$ cat src/rtl/ro_pkg.sv
// Shared definitions for the ring-oscillator measurement scheduler.
// Holds the register byte offsets, the CTL/STAT bit positions and the FSM state encoding.
package ro_pkg;

    // Register byte offsets inside the 16-byte block
    localparam logic [3:0] OFS_CTL   = 4'h0;
    localparam logic [3:0] OFS_WIN   = 4'h2;
    localparam logic [3:0] OFS_THR_S = 4'h4;
    localparam logic [3:0] OFS_THR_L = 4'h6;
    localparam logic [3:0] OFS_RES_S = 4'h8;
    localparam logic [3:0] OFS_RES_L = 4'hA;
    localparam logic [3:0] OFS_STAT  = 4'hC;

    // CTL bit positions
    localparam int unsigned CTL_RUN     = 0;
    localparam int unsigned CTL_ONESHOT = 1;
    localparam int unsigned CTL_SEL_S   = 2;
    localparam int unsigned CTL_SEL_L   = 3;
    localparam int unsigned CTL_IE      = 7;

    // STAT bit positions
    localparam int unsigned STAT_BUSY  = 0;
    localparam int unsigned STAT_ALM_S = 1;
    localparam int unsigned STAT_ALM_L = 2;
    localparam int unsigned STAT_DONE  = 3;

    typedef enum logic [1:0] {
        StIdle    = 2'd0,
        StSettle  = 2'd1,
        StMeasure = 2'd2,
        StCapture = 2'd3
    } ro_state_e;

endpackage

$ cat src/rtl/ro_meas_sched_if.sv
// Peripheral bus bundle for the RO measurement scheduler.
//   per_addr : word address          per_din  : write data
//   per_en   : access enable         per_we   : byte write enables (any set = write)
//   per_dout : read data, 0 when the block is not selected
interface ro_meas_sched_if;
    logic [13:0] per_addr;
    logic [15:0] per_din;
    logic        per_en;
    logic [1:0]  per_we;
    logic [15:0] per_dout;

    modport master (
        output per_addr,
        output per_din,
        output per_en,
        output per_we,
        input  per_dout
    );

    modport slave (
        input  per_addr,
        input  per_din,
        input  per_en,
        input  per_we,
        output per_dout
    );
endinterface

$ cat src/rtl/ro_window_timer.sv
// Loadable down-counter shared by the settle and measure phases.
//   mclk, puc_rst : clock, asynchronous active-high reset
//   load_i        : load load_val_i (takes priority over counting)
//   load_val_i    : phase length in cycles
//   run_i         : phase active; count down and report terminal count
//   tc_o          : high during the last cycle of the loaded phase
module ro_window_timer #(
    parameter int unsigned Width = 16
) (
    input  logic             mclk,
    input  logic             puc_rst,
    input  logic             load_i,
    input  logic [Width-1:0] load_val_i,
    input  logic             run_i,
    output logic             tc_o
);

    logic [Width-1:0] cnt_q, cnt_d;

    always_comb begin
        cnt_d = cnt_q;
        if (load_i) begin
            cnt_d = load_val_i;
        end else if (run_i && (cnt_q != '0)) begin
            cnt_d = cnt_q - Width'(1);
        end
    end

    always_ff @(posedge mclk or posedge puc_rst) begin
        if (puc_rst) begin
            cnt_q <= '0;
        end else begin
            cnt_q <= cnt_d;
        end
    end

    // A zero load behaves as a one-cycle phase so the FSM can never stall.
    assign tc_o = run_i && (cnt_q <= Width'(1));

endmodule

$ cat src/rtl/ro_meas_sched.sv
// Memory-mapped scheduler time-sharing the short and long ring oscillators.
// Enables one RO at a time, waits SETTLE_CYC cycles, counts RO edges over WIN mclk
// cycles, stores the wrap-safe delta, flags values below threshold and raises irq_ro.
//   mclk, puc_rst      : clock, asynchronous active-high reset
//   bus                : peripheral bus (slave side)
//   ro_short_cnt_i     : short-RO edge counter, mclk domain
//   ro_long_cnt_i      : long-RO edge counter, mclk domain
//   ro_short_en_o      : short-RO enable (registered)
//   ro_long_en_o       : long-RO enable (registered)
//   irq_ro_o           : level interrupt (registered)
module ro_meas_sched
    import ro_pkg::*;
#(
    parameter logic [14:0] BASE_ADDR  = 15'h01A0,
    parameter int unsigned DEC_WD     = 4,
    parameter int unsigned SETTLE_CYC = 8
) (
    input  logic                  mclk,
    input  logic                  puc_rst,
    ro_meas_sched_if.slave        bus,
    input  logic [15:0]           ro_short_cnt_i,
    input  logic [15:0]           ro_long_cnt_i,
    output logic                  ro_short_en_o,
    output logic                  ro_long_en_o,
    output logic                  irq_ro_o
);

    localparam logic [15:0] SettleVal = 16'(SETTLE_CYC);

    // ------------------------------------------------------------------
    // Address decode
    // ------------------------------------------------------------------
    logic              reg_sel, reg_wr, reg_rd;
    logic [DEC_WD-1:0] reg_addr;

    assign reg_sel  = bus.per_en && (bus.per_addr[13:DEC_WD-1] == BASE_ADDR[14:DEC_WD]);
    assign reg_addr = {bus.per_addr[DEC_WD-2:0], 1'b0};
    assign reg_wr   = reg_sel && (bus.per_we != 2'b00);
    assign reg_rd   = reg_sel && (bus.per_we == 2'b00);

    logic wr_ctl, wr_win, wr_thr_s, wr_thr_l, wr_stat;

    assign wr_ctl   = reg_wr && (reg_addr == DEC_WD'(OFS_CTL));
    assign wr_win   = reg_wr && (reg_addr == DEC_WD'(OFS_WIN));
    assign wr_thr_s = reg_wr && (reg_addr == DEC_WD'(OFS_THR_S));
    assign wr_thr_l = reg_wr && (reg_addr == DEC_WD'(OFS_THR_L));
    assign wr_stat  = reg_wr && (reg_addr == DEC_WD'(OFS_STAT));

    // ------------------------------------------------------------------
    // State
    // ------------------------------------------------------------------
    logic        run_q, run_d, oneshot_q, oneshot_d;
    logic        sel_s_q, sel_s_d, sel_l_q, sel_l_d, ie_q, ie_d;
    logic [15:0] win_q, win_d, thr_s_q, thr_s_d, thr_l_q, thr_l_d;
    logic [15:0] res_s_q, res_s_d, res_l_q, res_l_d;
    logic        alm_s_q, alm_s_d, alm_l_q, alm_l_d, done_q, done_d;
    logic        irq_q, irq_d;

    ro_state_e   state_q, state_d;
    logic        cur_long_q, cur_long_d;   // RO currently being measured
    logic        s_ran_q, s_ran_d, l_ran_q, l_ran_d;
    logic [15:0] start_q, start_d, end_q, end_d;
    logic        en_s_q, en_s_d, en_l_q, en_l_d;

    // FSM helpers
    logic        tmr_load, tmr_run, tmr_tc;
    logic [15:0] tmr_val;
    logic        cap, clr_oneshot;
    logic        sel_any, win_nz, go, armed, other_pend, active_d;
    logic [15:0] cnt_cur, delta;

    assign sel_any    = sel_s_q || sel_l_q;
    assign win_nz     = (win_q != 16'd0);
    assign armed      = run_q || oneshot_q;
    assign go         = armed && sel_any && win_nz;
    assign other_pend = cur_long_q ? (sel_s_q && !s_ran_q) : (sel_l_q && !l_ran_q);
    assign cnt_cur    = cur_long_q ? ro_long_cnt_i : ro_short_cnt_i;
    assign delta      = end_q - start_q;  // modulo 2^16 so counter wrap is harmless

    ro_window_timer #(
        .Width (16)
    ) u_timer (
        .mclk       (mclk),
        .puc_rst    (puc_rst),
        .load_i     (tmr_load),
        .load_val_i (tmr_val),
        .run_i      (tmr_run),
        .tc_o       (tmr_tc)
    );

    // ------------------------------------------------------------------
    // FSM next state
    // ------------------------------------------------------------------
    always_comb begin
        state_d     = state_q;
        cur_long_d  = cur_long_q;
        s_ran_d     = s_ran_q;
        l_ran_d     = l_ran_q;
        start_d     = start_q;
        end_d       = end_q;
        tmr_load    = 1'b0;
        tmr_val     = SettleVal;
        tmr_run     = 1'b0;
        cap         = 1'b0;
        clr_oneshot = 1'b0;

        unique case (state_q)
            StIdle: begin
                if (go) begin
                    state_d    = StSettle;
                    cur_long_d = !sel_s_q;
                    s_ran_d    = 1'b0;
                    l_ran_d    = 1'b0;
                    tmr_load   = 1'b1;
                end
            end
            StSettle: begin
                tmr_run = 1'b1;
                if (tmr_tc) begin
                    start_d  = cnt_cur;
                    tmr_load = 1'b1;
                    tmr_val  = win_q;   // window length frozen here
                    state_d  = StMeasure;
                end
            end
            StMeasure: begin
                tmr_run = 1'b1;
                if (tmr_tc) begin
                    end_d   = cnt_cur;
                    state_d = StCapture;
                end
            end
            StCapture: begin
                cap = 1'b1;
                if (cur_long_q) begin
                    l_ran_d = 1'b1;
                end else begin
                    s_ran_d = 1'b1;
                end
                if (armed && other_pend) begin
                    state_d    = StSettle;
                    cur_long_d = !cur_long_q;
                    tmr_load   = 1'b1;
                end else if (run_q && sel_any && win_nz) begin
                    // New continuous sequence, short first
                    state_d    = StSettle;
                    cur_long_d = !sel_s_q;
                    s_ran_d    = 1'b0;
                    l_ran_d    = 1'b0;
                    tmr_load   = 1'b1;
                end else begin
                    state_d     = StIdle;
                    clr_oneshot = 1'b1;
                end
            end
            default: state_d = StIdle;
        endcase
    end

    // Enables are registered from the next state so they line up with state_q.
    assign active_d = (state_d == StSettle) || (state_d == StMeasure);
    assign en_s_d   = active_d && !cur_long_d;
    assign en_l_d   = active_d && cur_long_d;

    // ------------------------------------------------------------------
    // Register file next state
    // ------------------------------------------------------------------
    always_comb begin
        run_d     = run_q;
        oneshot_d = oneshot_q;
        sel_s_d   = sel_s_q;
        sel_l_d   = sel_l_q;
        ie_d      = ie_q;
        if (clr_oneshot) begin
            oneshot_d = 1'b0;
        end
        if (wr_ctl) begin
            run_d     = bus.per_din[CTL_RUN];
            oneshot_d = bus.per_din[CTL_ONESHOT];
            sel_s_d   = bus.per_din[CTL_SEL_S];
            sel_l_d   = bus.per_din[CTL_SEL_L];
            ie_d      = bus.per_din[CTL_IE];
        end

        win_d   = wr_win   ? bus.per_din : win_q;
        thr_s_d = wr_thr_s ? bus.per_din : thr_s_q;
        thr_l_d = wr_thr_l ? bus.per_din : thr_l_q;

        res_s_d = (cap && !cur_long_q) ? delta : res_s_q;
        res_l_d = (cap && cur_long_q)  ? delta : res_l_q;

        // W1C first, then hardware set so a coincident set wins
        alm_s_d = (alm_s_q && !(wr_stat && bus.per_din[STAT_ALM_S]))
                  || (cap && !cur_long_q && (delta < thr_s_q));
        alm_l_d = (alm_l_q && !(wr_stat && bus.per_din[STAT_ALM_L]))
                  || (cap && cur_long_q && (delta < thr_l_q));
        done_d  = (done_q && !(wr_stat && bus.per_din[STAT_DONE])) || cap;

        irq_d = ie_q && (done_q || alm_s_q || alm_l_q);
    end

    always_ff @(posedge mclk or posedge puc_rst) begin
        if (puc_rst) begin
            run_q      <= 1'b0;
            oneshot_q  <= 1'b0;
            sel_s_q    <= 1'b0;
            sel_l_q    <= 1'b0;
            ie_q       <= 1'b0;
            win_q      <= '0;
            thr_s_q    <= '0;
            thr_l_q    <= '0;
            res_s_q    <= '0;
            res_l_q    <= '0;
            alm_s_q    <= 1'b0;
            alm_l_q    <= 1'b0;
            done_q     <= 1'b0;
            irq_q      <= 1'b0;
            state_q    <= StIdle;
            cur_long_q <= 1'b0;
            s_ran_q    <= 1'b0;
            l_ran_q    <= 1'b0;
            start_q    <= '0;
            end_q      <= '0;
            en_s_q     <= 1'b0;
            en_l_q     <= 1'b0;
        end else begin
            run_q      <= run_d;
            oneshot_q  <= oneshot_d;
            sel_s_q    <= sel_s_d;
            sel_l_q    <= sel_l_d;
            ie_q       <= ie_d;
            win_q      <= win_d;
            thr_s_q    <= thr_s_d;
            thr_l_q    <= thr_l_d;
            res_s_q    <= res_s_d;
            res_l_q    <= res_l_d;
            alm_s_q    <= alm_s_d;
            alm_l_q    <= alm_l_d;
            done_q     <= done_d;
            irq_q      <= irq_d;
            state_q    <= state_d;
            cur_long_q <= cur_long_d;
            s_ran_q    <= s_ran_d;
            l_ran_q    <= l_ran_d;
            start_q    <= start_d;
            end_q      <= end_d;
            en_s_q     <= en_s_d;
            en_l_q     <= en_l_d;
        end
    end

    // ------------------------------------------------------------------
    // Read mux
    // ------------------------------------------------------------------
    logic [15:0] rd_data;

    always_comb begin
        rd_data = '0;
        if (reg_rd) begin
            case (reg_addr)
                DEC_WD'(OFS_CTL): begin
                    rd_data[CTL_RUN]     = run_q;
                    rd_data[CTL_ONESHOT] = oneshot_q;
                    rd_data[CTL_SEL_S]   = sel_s_q;
                    rd_data[CTL_SEL_L]   = sel_l_q;
                    rd_data[CTL_IE]      = ie_q;
                end
                DEC_WD'(OFS_WIN):   rd_data = win_q;
                DEC_WD'(OFS_THR_S): rd_data = thr_s_q;
                DEC_WD'(OFS_THR_L): rd_data = thr_l_q;
                DEC_WD'(OFS_RES_S): rd_data = res_s_q;
                DEC_WD'(OFS_RES_L): rd_data = res_l_q;
                DEC_WD'(OFS_STAT): begin
                    rd_data[STAT_BUSY]  = (state_q != StIdle);
                    rd_data[STAT_ALM_S] = alm_s_q;
                    rd_data[STAT_ALM_L] = alm_l_q;
                    rd_data[STAT_DONE]  = done_q;
                end
                default: rd_data = '0;
            endcase
        end
    end

    assign bus.per_dout  = rd_data;
    assign ro_short_en_o = en_s_q;
    assign ro_long_en_o  = en_l_q;
    assign irq_ro_o      = irq_q;

endmodule

$ cat src/flat_wrapper.sv
// flat-port wrapper written by rule: the top's interface ports become plain ports
module ro_meas_sched_flat import ro_pkg::*;
#(
    parameter logic [14:0] BASE_ADDR  = 15'h01A0,
    parameter int unsigned DEC_WD     = 4,
    parameter int unsigned SETTLE_CYC = 8
)
  (mclk, puc_rst, ro_short_cnt_i, ro_long_cnt_i, ro_short_en_o, ro_long_en_o, irq_ro_o, bus_per_addr, bus_per_din, bus_per_en, bus_per_we, bus_per_dout);
  ro_meas_sched_if bus_i ();
  input  logic mclk;
  input  logic puc_rst;
  input  logic [15:0] ro_short_cnt_i;
  input  logic [15:0] ro_long_cnt_i;
  output logic ro_short_en_o;
  output logic ro_long_en_o;
  output logic irq_ro_o;
  input wire logic [$bits(bus_i.per_addr)-1:0] bus_per_addr;
  input wire logic [$bits(bus_i.per_din)-1:0] bus_per_din;
  input wire logic [$bits(bus_i.per_en)-1:0] bus_per_en;
  input wire logic [$bits(bus_i.per_we)-1:0] bus_per_we;
  output wire logic [$bits(bus_i.per_dout)-1:0] bus_per_dout;
  assign bus_i.per_addr = bus_per_addr;
  assign bus_i.per_din = bus_per_din;
  assign bus_i.per_en = bus_per_en;
  assign bus_i.per_we = bus_per_we;
  assign bus_per_dout = bus_i.per_dout;
  ro_meas_sched #(.BASE_ADDR(BASE_ADDR), .DEC_WD(DEC_WD), .SETTLE_CYC(SETTLE_CYC)) u_core (.mclk(mclk), .puc_rst(puc_rst), .bus(bus_i), .ro_short_cnt_i(ro_short_cnt_i), .ro_long_cnt_i(ro_long_cnt_i), .ro_short_en_o(ro_short_en_o), .ro_long_en_o(ro_long_en_o), .irq_ro_o(irq_ro_o));
endmodule
$ cat config.mk
export PLATFORM = sky130hd
export DESIGN_NAME = ro_meas_sched_flat
export DESIGN_NICKNAME = d
export VERILOG_FILES = /design/src/rtl/ro_pkg.sv /design/src/rtl/ro_meas_sched_if.sv /design/src/rtl/ro_window_timer.sv /design/src/rtl/ro_meas_sched.sv /design/src/flat_wrapper.sv
export SDC_FILE = /design/constraint.sdc
export NUM_CORES = 1
export LEC_CHECK = 0
export CORE_AREA = 2 2 205 146
export CTS_CLUSTER_DIAMETER = 30
export CTS_CLUSTER_SIZE = 24
export DETAILED_ROUTE_END_ITERATION = 8
export DIE_AREA = 0 0 207 148
export HOLD_SLACK_MARGIN = 0.08
export PLACE_DENSITY = 0.48
export SLEW_MARGIN = 20
export SYNTH_ARGS = -nofsm -noshare
export SYNTH_HDL_FRONTEND = slang
export SYNTH_SLANG_ARGS = --single-unit
$ cat constraint.sdc
create_clock -name mclk -period 7 [get_ports mclk]
set_input_delay 1.4 -clock mclk [delete_from_list [all_inputs] [get_ports mclk]]
set_output_delay 1.4 -clock mclk [all_outputs]
set_load 0.05 [all_outputs]
==> results.json <==
{
  "status": "finished clean",
  "period_share_pct": 83.09,
  "drt_pass1_iterations": 5,
  "die_area_mm2": 0.03064,
  "final_nets": 1111,
  "postPlaceCellArea_mm2": 0.009758,
  "rsz0062_at_grt": "no",
  "p_int_mw": 2.028,
  "clock-root-buffer": "clkbuf_16",
  "yosysTopAreaCell": "dfrtp_1",
  "p_sw_share_pct": 39.03,
  "cap_violations": 0,
  "core_area_mm2": 0.02863,
  "grt_pass1_wl_um": 38510,
  "grt_overflow_total": 0,
  "wire_per_inst_um": 17.07,
  "fin_util_pct": 36.20,
  "synthCells": 917,
  "clkPwrFrac_pct": 28.8,
  "setup_viol": 0,
  "area_growth_pct": 21.86,
  "ys_dominant_reg_cell": "dfrtp_1",
  "r2r-start": "u_core.end_q[0]",
  "drcViolationCount": 0,
  "cts_tree": "built",
  "start_util_pct": 29.71,
  "ctsHoldBuffers": 0,
  "tightestPinTransition_ps": 1023,
  "hold_path.class": "flop to flop",
  "drive_gt1_share_pct": 9.950,
  "diodes": 0,
  "clock-sinks": 144,
  "ys_warn_count": 0,
  "ant_nets": 0,
  "postRouteWirelength_um": 23610,
  "io_pins": 86,
  "combPwrFrac_pct": 40.4,
  "fin_crit_ps": 5816,
  "cts_buffer_depth": 2,
  "dp_hpwl_um": 17970,
  "synth_seq_cells": 144,
  "post_cts_buffers": 0,
  "syn_nets": 1036,
  "path_max_fanout": 11,
  "track_usage_pct": 16.19,
  "hp-start": "u_core.start_q[1]",
  "avgSynthCellArea_um2": 9.274,
  "postCtsResizedCells": 0,
  "async_flop_share_pct": 100.0,
  "drt_iter0_drc": 475,
  "startpoint_type": "input pin",
  "place.gp.congestion": 0.8194,
  "ys_top_cells_by_area": "dfrtp_1, ha_1, o21ai_0, nand2_1, mux2i_1",
  "path_class": "input pin to output port",
  "ys_seq_area_share_pct": 42.37,
  "clock-skew-final_ps": 10.03,
  "viasPerCell": 4.863,
  "end_kind": "output port",
  "synth_edf_count": 0,
  "die_h_um": 148,
  "setup_tns_ps": 0,
  "ir_drop_mv": 0.1552,
  "hold_violations": 0,
  "syn_area_mm2": 0.008504,
  "net-switching-power_mw": 1.298,
  "cts_max_level": 4,
  "power_mw": 3.326,
  "leakage_nw": 4.741,
  "clkLatencyLatePin_ps": 440,
  "power_frac_seq_pct": 30.8,
  "die_x_um": 207,
  "grt_pass1_vias": 6650,
  "final_max_slew_viol_count": 0,
  "fin_area_mm2": 0.01036,
  "clk_pin_slew_ps": 60,
  "max_slew_margin_pct": 31.63,
  "portBuffers": 85,
  "cellPowerDensity_mw_per_mm2": 320.9,
  "synthMostInstantiatedCell": "dfrtp_1",
  "vias": 6725,
  "seqCellArea_mm2": 0.003603,
  "synthTopCellsByCount": "dfrtp_1, o21ai_0, nand2_1",
  "arrival_ps": 4420,
  "synth_cell_types": 72,
  "cp-startpoint": "bus_per_addr[9]",
  "fill_cells": 2983,
  "multiInputGateArea_mm2": 0.004459,
  "cts_made_buffers": 17,
  "antenna_found_initial": 0,
  "max_freq_mhz": 171.9,
  "synth.top_cell.area_share_pct": 42.37,
  "grt_max_degree": 95,
  "worst_ep_required_time_ps": 5600,
  "rows": 52
}
state kept, by name, indices dropped and copies added (netlist names), 2 cells and up:
signal / count
u_core.end_q: 16
u_core.res_s_q: 16
u_core.start_q: 16
u_core.u_timer.cnt_q: 16
u_core.thr_s_q: 16
u_core.res_l_q: 16
u_core.thr_l_q: 16
u_core.win_q: 16
u_core.state_q: 2
stage by stage:
stage / hold slack, ps / std cells / setup slack [ps]
2_1_floorplan: 444.4 / 917 / 1734
3_3_place_gp: 461.1 / 1351 / 989.7
3_5_place_dp: 470.3 / 1351 / 994.1
4_1_cts: 483.5 / 1383 / 986.6
5_1_grt: 507.0 / 1383 / 937.0
6_report: 478.7 / 1383 / 1184
critical path, stage by stage:
cell	delay (ps)
clkdlybuf4s50_1	400
nor4_1	410
buf_4	200
nand4_1	80
buf_4	170
or3b_2	610
a21oi_1	290
clkdlybuf4s50_1	860
cell families (layout without fill, tap and decap cells):
family | Yosys count | after routing | share of synthesized area (%)
buffers and inverters | 115 | 203 | 5.282
AOI/OAI and AO/OA | 252 | 252 | 17.96
muxes | 76 | 76 | 9.798
xor gates and xnor gates | 19 | 19 | 1.957
adders and majority gates | 52 | 52 | 7.739
DFF | 144 | 144 | 42.37
and+or+nand+nor | 259 | 259 | 14.89
cell usage in the layout, fill, tap and decap left out, types with 10 or more instances in the layout:
cell	Yosys	routed
a22oi_1	10	10
xnor2_1	11	11
nor2_1	40	39
o21a_1	11	11
nand3_1	17	17
dfrtp_1	144	144
nand2_1	121	121
clkdlybuf4s50_1	0	84
ha_1	51	51
o21ai_0	124	124
clkbuf_16	0	17
buf_4	0	13
a21oi_1	47	47
nor3_1	18	17
mux2_2	31	31
inv_1	72	71
mux2i_1	42	42
final cells by class:
| class | instances | area share [%] |
|---|---|---|
| Clock inverter | 12 | 1.533 |
| Inverter | 73 | 2.692 |
| Multi-Input combinational cell | 658 | 43.03 |
| Clock buffer | 20 | 4.310 |
| Timing Repair Buffer | 98 | 9.103 |
| Tap cell | 378 | 4.564 |
| Sequential cell | 144 | 34.77 |
layer usage:
layer / vias to the layer above / wire length [um] / track usage, %
met5: - / 0 / 0
met4: 0 / 218 / 3.714
met3: 17 / 1125 / 3.357
met2: 147 / 9383 / 22.15
met1: 3187 / 12890 / 25.52
li1: 3374 / - / -
final timing paths:
| path | endpoint | slack [ps] | cells after the start |
|---|---|---|---|
| min reg2reg | u_core.start_q[1] | 480 | 2 |
| min | u_core.start_q[1] | 480 | 2 |
| min in group asynchronous | u_core.start_q[10] | 1540 | 2 |
| max in group asynchronous | u_core.state_q[0] | 4220 | 3 |
| max | bus_per_dout[15] | 1180 | 8 |
| max reg2reg | u_core.alm_s_q | 3070 | 16 |
power by group through the flow:
stage / registers, mW / clock network (mW) / logic [mW]
2_1_floorplan: 1.03 / 0 / 0.957
3_3_place_gp: 1.04 / 0 / 1.32
3_5_place_dp: 1.04 / 0 / 1.34
4_1_cts: 1.03 / 0.980 / 1.34
5_1_grt: 1.04 / 1.02 / 1.53
6_report: 1.02 / 0.957 / 1.34
Power figures use the tool's default switching activity.
